`config.mk`:
```
export PLATFORM = sky130hd
export DESIGN_NAME = cam_stream_tx
export DESIGN_NICKNAME = d
export VERILOG_FILES = /design/src/rtl/cam_stream_pkg.sv /design/src/rtl/cam_stream_tx_pattern.sv /design/src/rtl/cam_stream_tx.sv
export SDC_FILE = /design/constraint.sdc
export NUM_CORES = 1
export LEC_CHECK = 0
export CORE_ASPECT_RATIO = 0.8
export CORE_MARGIN = 10
export CORE_UTILIZATION = 45
export CTS_CLUSTER_SIZE = 12
export DETAILED_ROUTE_END_ITERATION = 10
export GPL_ROUTABILITY_DRIVEN = 0
export GPL_TIMING_DRIVEN = 0
export PLACE_DENSITY = 0.72
export SLEW_MARGIN = 0
export SYNTH_ARGS = -nofsm -noshare
export SYNTH_HDL_FRONTEND = slang
export SYNTH_SLANG_ARGS = --single-unit
```
`constraint.sdc`:
```
create_clock -name pclk -period 8.55 [get_ports pclk]
set_clock_uncertainty 0.2 [all_clocks]
set_input_delay 1.71 -clock pclk [delete_from_list [all_inputs] [get_ports pclk]]
set_output_delay 1.71 -clock pclk [all_outputs]
set_load 0.01 [all_outputs]
```
`src/rtl/cam_stream_pkg.sv`:
```
// Shared types and helpers for the camera-style stream transmitter.
// Holds the frame-timing state encoding and the test-pattern codes.
package cam_stream_pkg;

    typedef enum logic [2:0] {
        IDLE   = 3'd0,
        VSYNC  = 3'd1,
        VBACK  = 3'd2,
        HBLANK = 3'd3,
        ACTIVE = 3'd4
    } state_t;

    localparam logic [1:0] PAT_CONST = 2'd0;
    localparam logic [1:0] PAT_RAMP  = 2'd1;
    localparam logic [1:0] PAT_INCR  = 2'd2;
    localparam logic [1:0] PAT_XOR   = 2'd3;

    // Counter width for a range 0..n-1, never narrower than one bit.
    function automatic int cnt_width(input int n);
        return (n > 1) ? $clog2(n) : 1;
    endfunction

endpackage

```
`src/rtl/cam_stream_tx_pattern.sv`:
```
// Combinational test-pattern source: maps (pattern, byte index, row,
// frame count) to one output byte; all arithmetic wraps modulo 256.
module cam_pattern_gen
    import cam_stream_pkg::*;
#(
    parameter logic [7:0] BASE_VAL = 8'd10
) (
    input  logic [1:0] pattern,
    input  logic [7:0] byte_idx,
    input  logic [7:0] row,
    input  logic [7:0] frame_cnt,
    output logic [7:0] pix_byte
);

    logic [7:0] ramp_step_s;

    // Pattern selection; the ramp repeats 10, 20, 30, 40 on the two low index bits.
    always_comb begin
        ramp_step_s = {6'd0, byte_idx[1:0]} + 8'd1;
        pix_byte    = BASE_VAL;
        case (pattern)
            PAT_CONST: pix_byte = BASE_VAL;
            PAT_RAMP:  pix_byte = ramp_step_s * 8'd10;
            PAT_INCR:  pix_byte = byte_idx + frame_cnt;
            PAT_XOR:   pix_byte = row ^ byte_idx;
            default:   pix_byte = BASE_VAL;
        endcase
    end

endmodule

```
`src/rtl/cam_stream_tx.sv`:
```
// OV-style sensor stand-in: produces vsync/href frame timing and a byte
// stream with a one-cycle strobe per byte slot; all outputs registered.
module cam_stream_tx
    import cam_stream_pkg::*;
#(
    parameter int H_BYTES    = 320,
    parameter int V_LINES    = 150,
    parameter int BYTE_DIV   = 4,
    parameter int STROBE_OFS = 1,
    parameter int VSYNC_LEN  = 1,
    parameter int V_BACK     = 1,
    parameter int H_BLANK    = 1,
    parameter int BASE_VAL   = 10
) (
    input  logic       pclk,
    input  logic       reset,
    input  logic       enable,
    input  logic [1:0] pattern_sel,
    output logic       vsync,
    output logic       href,
    output logic [7:0] pix_data,
    output logic       pix_valid,
    output logic       frame_done,
    output logic       busy
);

    localparam int BW = cnt_width(H_BYTES);
    localparam int RW = cnt_width(V_LINES);
    localparam int SW = cnt_width(BYTE_DIV);

    localparam logic [BW-1:0] BYTE_LAST  = BW'(H_BYTES - 1);
    localparam logic [BW-1:0] BYTE_ONE   = BW'(1);
    localparam logic [RW-1:0] ROW_LAST   = RW'(V_LINES - 1);
    localparam logic [RW-1:0] ROW_ONE    = RW'(1);
    localparam logic [SW-1:0] SLOT_LAST  = SW'(BYTE_DIV - 1);
    localparam logic [SW-1:0] SLOT_ONE   = SW'(1);
    localparam logic [SW-1:0] STROBE_PRE = SW'(STROBE_OFS - 1);
    localparam logic [15:0]   VSYNC_LAST = 16'(VSYNC_LEN - 1);
    localparam logic [15:0]   VBACK_LAST = 16'(V_BACK - 1);
    localparam logic [15:0]   HBLK_LAST  = 16'(H_BLANK - 1);

    state_t        state_r;
    logic [15:0]   phase_cnt_r;
    logic [BW-1:0] byte_idx_r;
    logic [RW-1:0] row_r;
    logic [SW-1:0] slot_cnt_r;
    logic [7:0]    frame_cnt_r;
    logic [1:0]    pattern_r;
    logic [7:0]    gen_idx_s;
    logic [7:0]    gen_byte_s;

    // Index of the byte about to be loaded: 0 when entering a line, else the next slot.
    always_comb begin
        if (state_r == ACTIVE) begin
            gen_idx_s = 8'(byte_idx_r) + 8'd1;
        end else begin
            gen_idx_s = 8'd0;
        end
    end

    cam_pattern_gen #(
        .BASE_VAL (8'(BASE_VAL))
    ) u_pattern (
        .pattern   (pattern_r),
        .byte_idx  (gen_idx_s),
        .row       (8'(row_r)),
        .frame_cnt (frame_cnt_r),
        .pix_byte  (gen_byte_s)
    );

    // Frame timing FSM; every output is set on the edge that enters the state it belongs to.
    always_ff @(posedge pclk or posedge reset) begin
        if (reset) begin
            state_r     <= IDLE;
            phase_cnt_r <= 16'd0;
            byte_idx_r  <= '0;
            row_r       <= '0;
            slot_cnt_r  <= '0;
            frame_cnt_r <= 8'd0;
            pattern_r   <= PAT_CONST;
            vsync       <= 1'b0;
            href        <= 1'b0;
            pix_data    <= 8'd0;
            pix_valid   <= 1'b0;
            frame_done  <= 1'b0;
            busy        <= 1'b0;
        end else begin
            frame_done <= 1'b0;
            pix_valid  <= 1'b0;
            case (state_r)
                IDLE: begin
                    vsync <= 1'b0;
                    href  <= 1'b0;
                    busy  <= 1'b0;
                    if (enable) begin
                        state_r     <= VSYNC;
                        vsync       <= 1'b1;
                        busy        <= 1'b1;
                        phase_cnt_r <= 16'd0;
                        pattern_r   <= pattern_sel;
                    end
                end
                VSYNC: begin
                    if (phase_cnt_r == VSYNC_LAST) begin
                        state_r     <= VBACK;
                        vsync       <= 1'b0;
                        phase_cnt_r <= 16'd0;
                    end else begin
                        phase_cnt_r <= phase_cnt_r + 16'd1;
                    end
                end
                VBACK: begin
                    if (phase_cnt_r == VBACK_LAST) begin
                        state_r     <= HBLANK;
                        row_r       <= '0;
                        phase_cnt_r <= 16'd0;
                    end else begin
                        phase_cnt_r <= phase_cnt_r + 16'd1;
                    end
                end
                HBLANK: begin
                    if (phase_cnt_r == HBLK_LAST) begin
                        state_r    <= ACTIVE;
                        href       <= 1'b1;
                        byte_idx_r <= '0;
                        slot_cnt_r <= '0;
                        pix_data   <= gen_byte_s;
                    end else begin
                        phase_cnt_r <= phase_cnt_r + 16'd1;
                    end
                end
                ACTIVE: begin
                    if (slot_cnt_r != SLOT_LAST) begin
                        slot_cnt_r <= slot_cnt_r + SLOT_ONE;
                        pix_valid  <= (slot_cnt_r == STROBE_PRE);
                    end else if (byte_idx_r != BYTE_LAST) begin
                        slot_cnt_r <= '0;
                        byte_idx_r <= byte_idx_r + BYTE_ONE;
                        pix_data   <= gen_byte_s;
                    end else begin
                        // Last slot of the line: href falls on this edge.
                        href        <= 1'b0;
                        slot_cnt_r  <= '0;
                        byte_idx_r  <= '0;
                        phase_cnt_r <= 16'd0;
                        if (row_r == ROW_LAST) begin
                            row_r       <= '0;
                            frame_done  <= 1'b1;
                            frame_cnt_r <= frame_cnt_r + 8'd1;
                            if (enable) begin
                                state_r   <= VSYNC;
                                vsync     <= 1'b1;
                                pattern_r <= pattern_sel;
                            end else begin
                                state_r <= IDLE;
                                busy    <= 1'b0;
                            end
                        end else begin
                            row_r   <= row_r + ROW_ONE;
                            state_r <= HBLANK;
                        end
                    end
                end
                default: begin
                    state_r <= IDLE;
                    vsync   <= 1'b0;
                    href    <= 1'b0;
                    busy    <= 1'b0;
                end
            endcase
        end
    end

endmodule

```
==> metrics.txt, run 1 <==
synthesis-stage register bit count just over 60; Pwr Density approximately 140 nW/um^2; antenna violations before repair 0; CTS H-tree lvls 3; CTS Root Cell clkbuf_8; period utilization 42.42%; CP arrival 3700 ps; clk_lat worst skew 360 ps; leakage 1.982 nW; crit path kind in2reg; Initial Utilization 47.10%; maximum vdd ir drop between 0.09 and 0.1 mV; RSZ-0062 raised after global routing false; Mapped Nets 443; antenna-violating nets left 0; DRT iter0 DRCs 310; vias in the first global route ~3100; post-CTS setup buffers 0; die area 12570 um^2; CP Launch Type input port; most used cell, CP buf_6; io pins 18; nets 472; vias per cell 5.753; core box area about 8100 um^2; Relative slew margins between 50 and 60%; row count 29; Sinks on Clock Net 61; Fin. Hold Viols 0; IO buf count 17; cts bufs inserted 9; CTS Buffer Depth 2; post-synth cell types between 60 and 70; total of max-cap violations 0; overall power 0.6199 mW; mean area per synthesized cell 9.074 um^2; Critical Path Slowest Stage Cell clkdlybuf4s50_1; largest net degree at the start of global routing 35; post-DP HPWL 6674 um; Avg WL per Cell 16.41 um; register clock-pin slew on the reported worst setup and hold paths 80 ps; Syn. warnings 0; setup TNS 0 ps; CTS tree built; fmax 0.2757 GHz; # setup viols final 0; cts hold-fix bufs 0; sequential area share after synthesis about 40%; EDFF count, synth 0; worst-path maximum fanout 10; minimum clock period 3627 ps; Synth top area share between 40% and 50%; gr usage total 15.46%; vias roughly 3200; drt drc 0; Worst Max-Slew Pin Slew ~670 ps; share of layout cells above drive strength 1 10.13%; Die Wd 122.9 um; Slew Viols, Final 0; diodes inserted 0; total gr overflow 0; final WL 9224 um; fillers 731; Synth-to-Final Area Change 15.04%; Die H 102.3 um; dpl cells 546; first-pass GRT wire length ~15000 um; PostCTS Resize Cnt 0; ys flop type dfrtp_1; max incr delay on CP around 560 ps; most frequent cells after synthesis dfrtp_1 (61), o21ai_0 (43), nand2_1 (39); HP Class reg2reg; top post-synthesis cells by area dfrtp_1 (40%), o21ai_0 (5.6%), ha_1 (5.6%), a21oi_1 (3.9%), nand2_1 (3.8%); CP Capture Type register; async set or reset register ratio after synthesis 100.0%; top-count cell post-synth dfrtp_1; CP Data Required Time approximately 8600 ps; Yosys top cell by area dfrtp_1; CP Cell Sequence clkdlybuf4s50_1 -> nor2b_1 -> a41oi_2 -> and2_4 -> buf_6 -> a211o_1 -> buf_6 -> or3_1 -> a21oi_1; Finished Layout Cells ~560; Post-Syn Instances 420; status completed; TritonRoute pass-1 iters 5; mapped cell area 3811 um^2
[worst max-delay path: cells and delay by family]
| family | cells | cell delay (ps) |
|---|---|---|
| buf+inv | 3 | 830 |
| simple gates | 3 | 700 |
| compound gates | 3 | 460 |
[power by group]
| part | internal, mW | switching [mW] | total [mW] |
|---|---|---|---|
| sequential | 0.288 | 0 | 0.288 |
| clock | 0.195 | 0.127 | 0.322 |
| combinational | 0.00287 | 0.00659 | 0.00946 |
[registers in the layout, indices dropped and copies added (netlist names)]
signal,cells
state_r,3
busy,1
frame_done,1
frame_cnt_r,8
vsync,1
href,1
pix_data,8
pix_valid,1
row_r,8
slot_cnt_r,2
pattern_r,2
phase_cnt_r,16
byte_idx_r,9
[layout make-up]
cell class              instances  area [um^2]  area share (%)
well taps                     108        135.1           3.082
inverters                      19        71.32           1.627
flip-flops and latches         61         1526           34.82
clock buffers                   9        123.9           2.825
multi-input cells             323         2120           48.34
clock inverters                 7        123.9           2.825
repair buffers                 18        190.2           4.338
plain buffers                  17        93.84           2.140
[cell families after synthesis]
logic type / after synthesis / synth area share [%]
fa+ha+maj: 18 / 6.106
mux: 5 / 1.477
xor+xnor: 25 / 5.745
compound gates: 124 / 20.45
buf+inv: 36 / 4.334
flops: 61 / 40.05
simple gates: 151 / 21.83
[placed cells by master (no fill, tap or decap), types with 4 or more instances in the layout]
cell,instances
clkbuf_8,9
or3_1,12
xnor2_1,13
o22ai_1,4
and2_1,5
nor2b_1,9
inv_1,18
xor2_1,12
o31ai_1,7
nor3_1,5
nand4_1,12
a21oi_1,30
a31oi_1,4
ha_1,17
and3_1,7
nand3_1,12
buf_2,6
o21ai_0,43
clkbuf_1,8
clkdlybuf4s50_1,17
mux2_2,5
a21o_1,7
nand2b_1,5
nand2_1,39
nor2_1,26
dfrtp_1,61
[worst paths after layout]
kind	startpoint	end	slack (ps)	cells after the start
max	enable	phase_cnt_r[13]	4920	9
min	pix_data[1]	pix_data[1]	280	1
max reg2reg	state_r[2]	pix_data[7]	5110	12
min reg2reg	pix_data[1]	pix_data[1]	280	1
max in group asynchronous	reset	frame_cnt_r[4]	5980	3
min in group asynchronous	reset	phase_cnt_r[8]	1560	2
[through the flow]
stage                     util [%]  hold WS, ps  setup WS [ps]  cell area (um^2)
after floorplan                  -        260.7           5127              3811
after global placement       50.87        265.1           3943              4116
after detailed placement     51.12        268.4           4556              4136
after CTS                    54.18        286.8           4933              4384
after global routing         54.18        298.8           4820              4384
final                        54.18        279.4           4923              4384
[per-layer routing]
| layer | up-vias | track usage (%) | wire length, um | part of all wire [%] |
|---|---|---|---|---|
| met1 | 1561 | 22.07 | 4592 | 50 |
| met2 | 91 | 21.82 | 3949 | 43 |
| met4 | 0 | 6.058 | 134 | 1.5 |
| met3 | 12 | 3.802 | 547 | 5.9 |
| li1 | 1569 | - | - | - |
| met5 | - | 0 | 0 | 0 |
Note: power is estimated with default switching activity, not from simulation.
==> run 2, diff against run 1 <==
--- a/config.mk
+++ b/config.mk
@@ -12,7 +12,7 @@
 export DETAILED_ROUTE_END_ITERATION = 10
 export GPL_ROUTABILITY_DRIVEN = 0
 export GPL_TIMING_DRIVEN = 0
-export PLACE_DENSITY = 0.72
+export PLACE_DENSITY = 0.75
 export SLEW_MARGIN = 0
 export SYNTH_ARGS = -nofsm -noshare
 export SYNTH_HDL_FRONTEND = slang
==> constraint.sdc (replaced) <==
create_clock -name pclk -period 3 [get_ports pclk]
set_clock_uncertainty 0.2 [all_clocks]
set_input_delay 0.6 -clock pclk [delete_from_list [all_inputs] [get_ports pclk]]
set_output_delay 0.6 -clock pclk [all_outputs]
set_load 0.01 [all_outputs]
==> run 2 against run 1 <==
Compared with the run above:
- via count grew 3.7%
- clock power grew to 2.6 times the previous value
- largest power group unchanged
- wire length grew 0.88%
- final area grew 4.3%
- final cell count grew 2.0%
- critical endpoint is now pix_data[7]
- critical path type is now reg2reg
==> metrics.txt, run 2 (same netlist as run 1, synthesis figures left out) <==
diodes inserted 0; antenna-violating nets left 0; CP Cell Sequence ha_2 -> and3_1 -> buf_6 -> xnor2_2 -> nor2_2 -> ha_4 -> nand3_1 -> o22ai_1 -> or3_4 -> a21oi_2 -> nor3b_1 -> o31a_1; largest net degree at the start of global routing 36; Regs by FF count phase_cnt_r: 16 flops, byte_idx_r: 9 flops; clk_lat worst skew 340 ps; R2R depth 12; status completed; max FFs per register 16; CTS Root Cell clkbuf_8; drt drc 0; total of max-cap violations 0; Pwr Density 370.1 nW/um^2; most frequent cells in the layout dfrtp_1 (60), o21ai_0 (42), nand2_1 (38); maximum vdd ir drop 0.2065 mV; leakage roughly 2.0 nW; Worst Max-Slew Pin Slew 763.1 ps; CTS Buffer Depth 2; row count 29; Hold Path Cell Cnt 1; minimum clock period 2933 ps; final WL slightly above 9000 um; CP arrival 2970 ps; Synth-to-Final Area Change 19.99%; Relative slew margins 49.05%; CP Capture Type register; die area around 13000 um^2; Finished Layout Cells 573; Avg WL per Cell 16.24 um; CTS H-tree lvls 3; DRT iter0 DRCs 353; CP Launch Type register; vias about 3400; period utilization a little over nine tenths; nets 483; Reg with most FFs phase_cnt_r; max incr delay on CP 470 ps; first-pass GRT wire length ~15000 um; crit path buf inv count 1; Initial Utilization 47.10%; post-DP HPWL ~6400 um; CP Data Required Time 3040 ps; Sinks on Clock Net 61; total gr overflow 0; antenna violations before repair 0; Min Hold Slack 278.2 ps; gr usage total 14.72%; Die Wd 122.9 um; core box area 8092 um^2; CTS tree built; IO buf count 17; register clock-pin slew on the reported worst setup and hold paths about 70 ps; fmax 0.3410 GHz; cts bufs inserted 9; dpl cells 546; Die H roughly 100 um; WP depth 12; crit path kind reg2reg; Slew Viols, Final 0; # setup viols final 0; Fin. Hold Viols 0; TritonRoute pass-1 iters 5; r2r setup slk a little under 70 ps; io pins 18; vias per cell about 5.9; vias in the first global route just over 3000; share of layout cells above drive strength 1 16.13%; most common cell after layout, fill and taps aside dfrtp_1; final core occ 56.52%; worst-path maximum fanout 8; HP Class reg2reg; Critical Path Slowest Stage Cell dfrtp_2; family with the most delay on the worst path simple AND/OR/NAND/NOR gates
run 2: changes by cell type in the layout (fill, tap and decap cells not counted), moves of 2 or more:
cell      delta
buf_6        +2
a21oi_1      -4
nor2_4       +2
clkinv_2     +2
buf_4       +11
a21oi_2      +4
clkinv_4     -3
clkbuf_8     +3
nor2_1       -3
ha_1         -4
ha_4         +3
run 2: final cells by class:
class                           instances  area, um^2
Fill cell                             676        3518
Multi-Input combinational cell        323        2223
Sequential cell                        61        1528
Timing Repair Buffer                   30       284.0
Clock buffer                           12       155.1
Tap cell                              108       135.1
Buffer                                 16       106.4
Inverter                               19       71.32
Clock inverter                          4       70.07
run 2: timing repair:
item                                    in CTS  in global routing
endpoints found under the setup margin       6                 19
pin swaps                                    2                  9
hold buffers                                 0                  0
cloned                                       0                  0
setup buffers                                2                 10
resized for setup                           11                 17
run 2: worst paths after layout:
check,startpoint,to
worst max-delay path,byte_idx_r[0],pix_data[7]
min in group asynchronous,reset,phase_cnt_r[8]
worst min register to register,pix_data[1],pix_data[1]
max in group asynchronous,reset,byte_idx_r[0]
worst min-delay path,pix_data[1],pix_data[1]
worst max register to register,byte_idx_r[0],pix_data[7]
run 2: power by group:
part / internal, mW / leakage [nW] / total, mW / switching (mW)
clock: 0.511 / 0.116 / 0.843 / 0.333
sequential: 0.822 / 0.820 / 0.822 / 0
combinational: 0.00815 / 1.10 / 0.0268 / 0.0187
total: 1.34 / 2.04 / 1.69 / 0.351
run 2: stage by stage:
step                power [mW]  setup TNS (ps)  setup WS, ps  area (um^2)
floorplan               0.8513               0         58.07         3811
global placement        0.8625          -29930        -475.5         4116
detailed placement      0.8661           -1436        -403.2         4136
CTS                      1.706               0         1.934         4417
global route             1.745          -68.51        -48.69         4573
finish                   1.692               0         67.22         4573
run 2: routing by layer:
metal,track usage [%],up-vias,part of all wire (%)
met3,3.030,12,5.5
li1,-,1596,-
met2,20.80,113,44
met5,0,-,0
met1,21.62,1633,49
met4,5.063,0,1.6
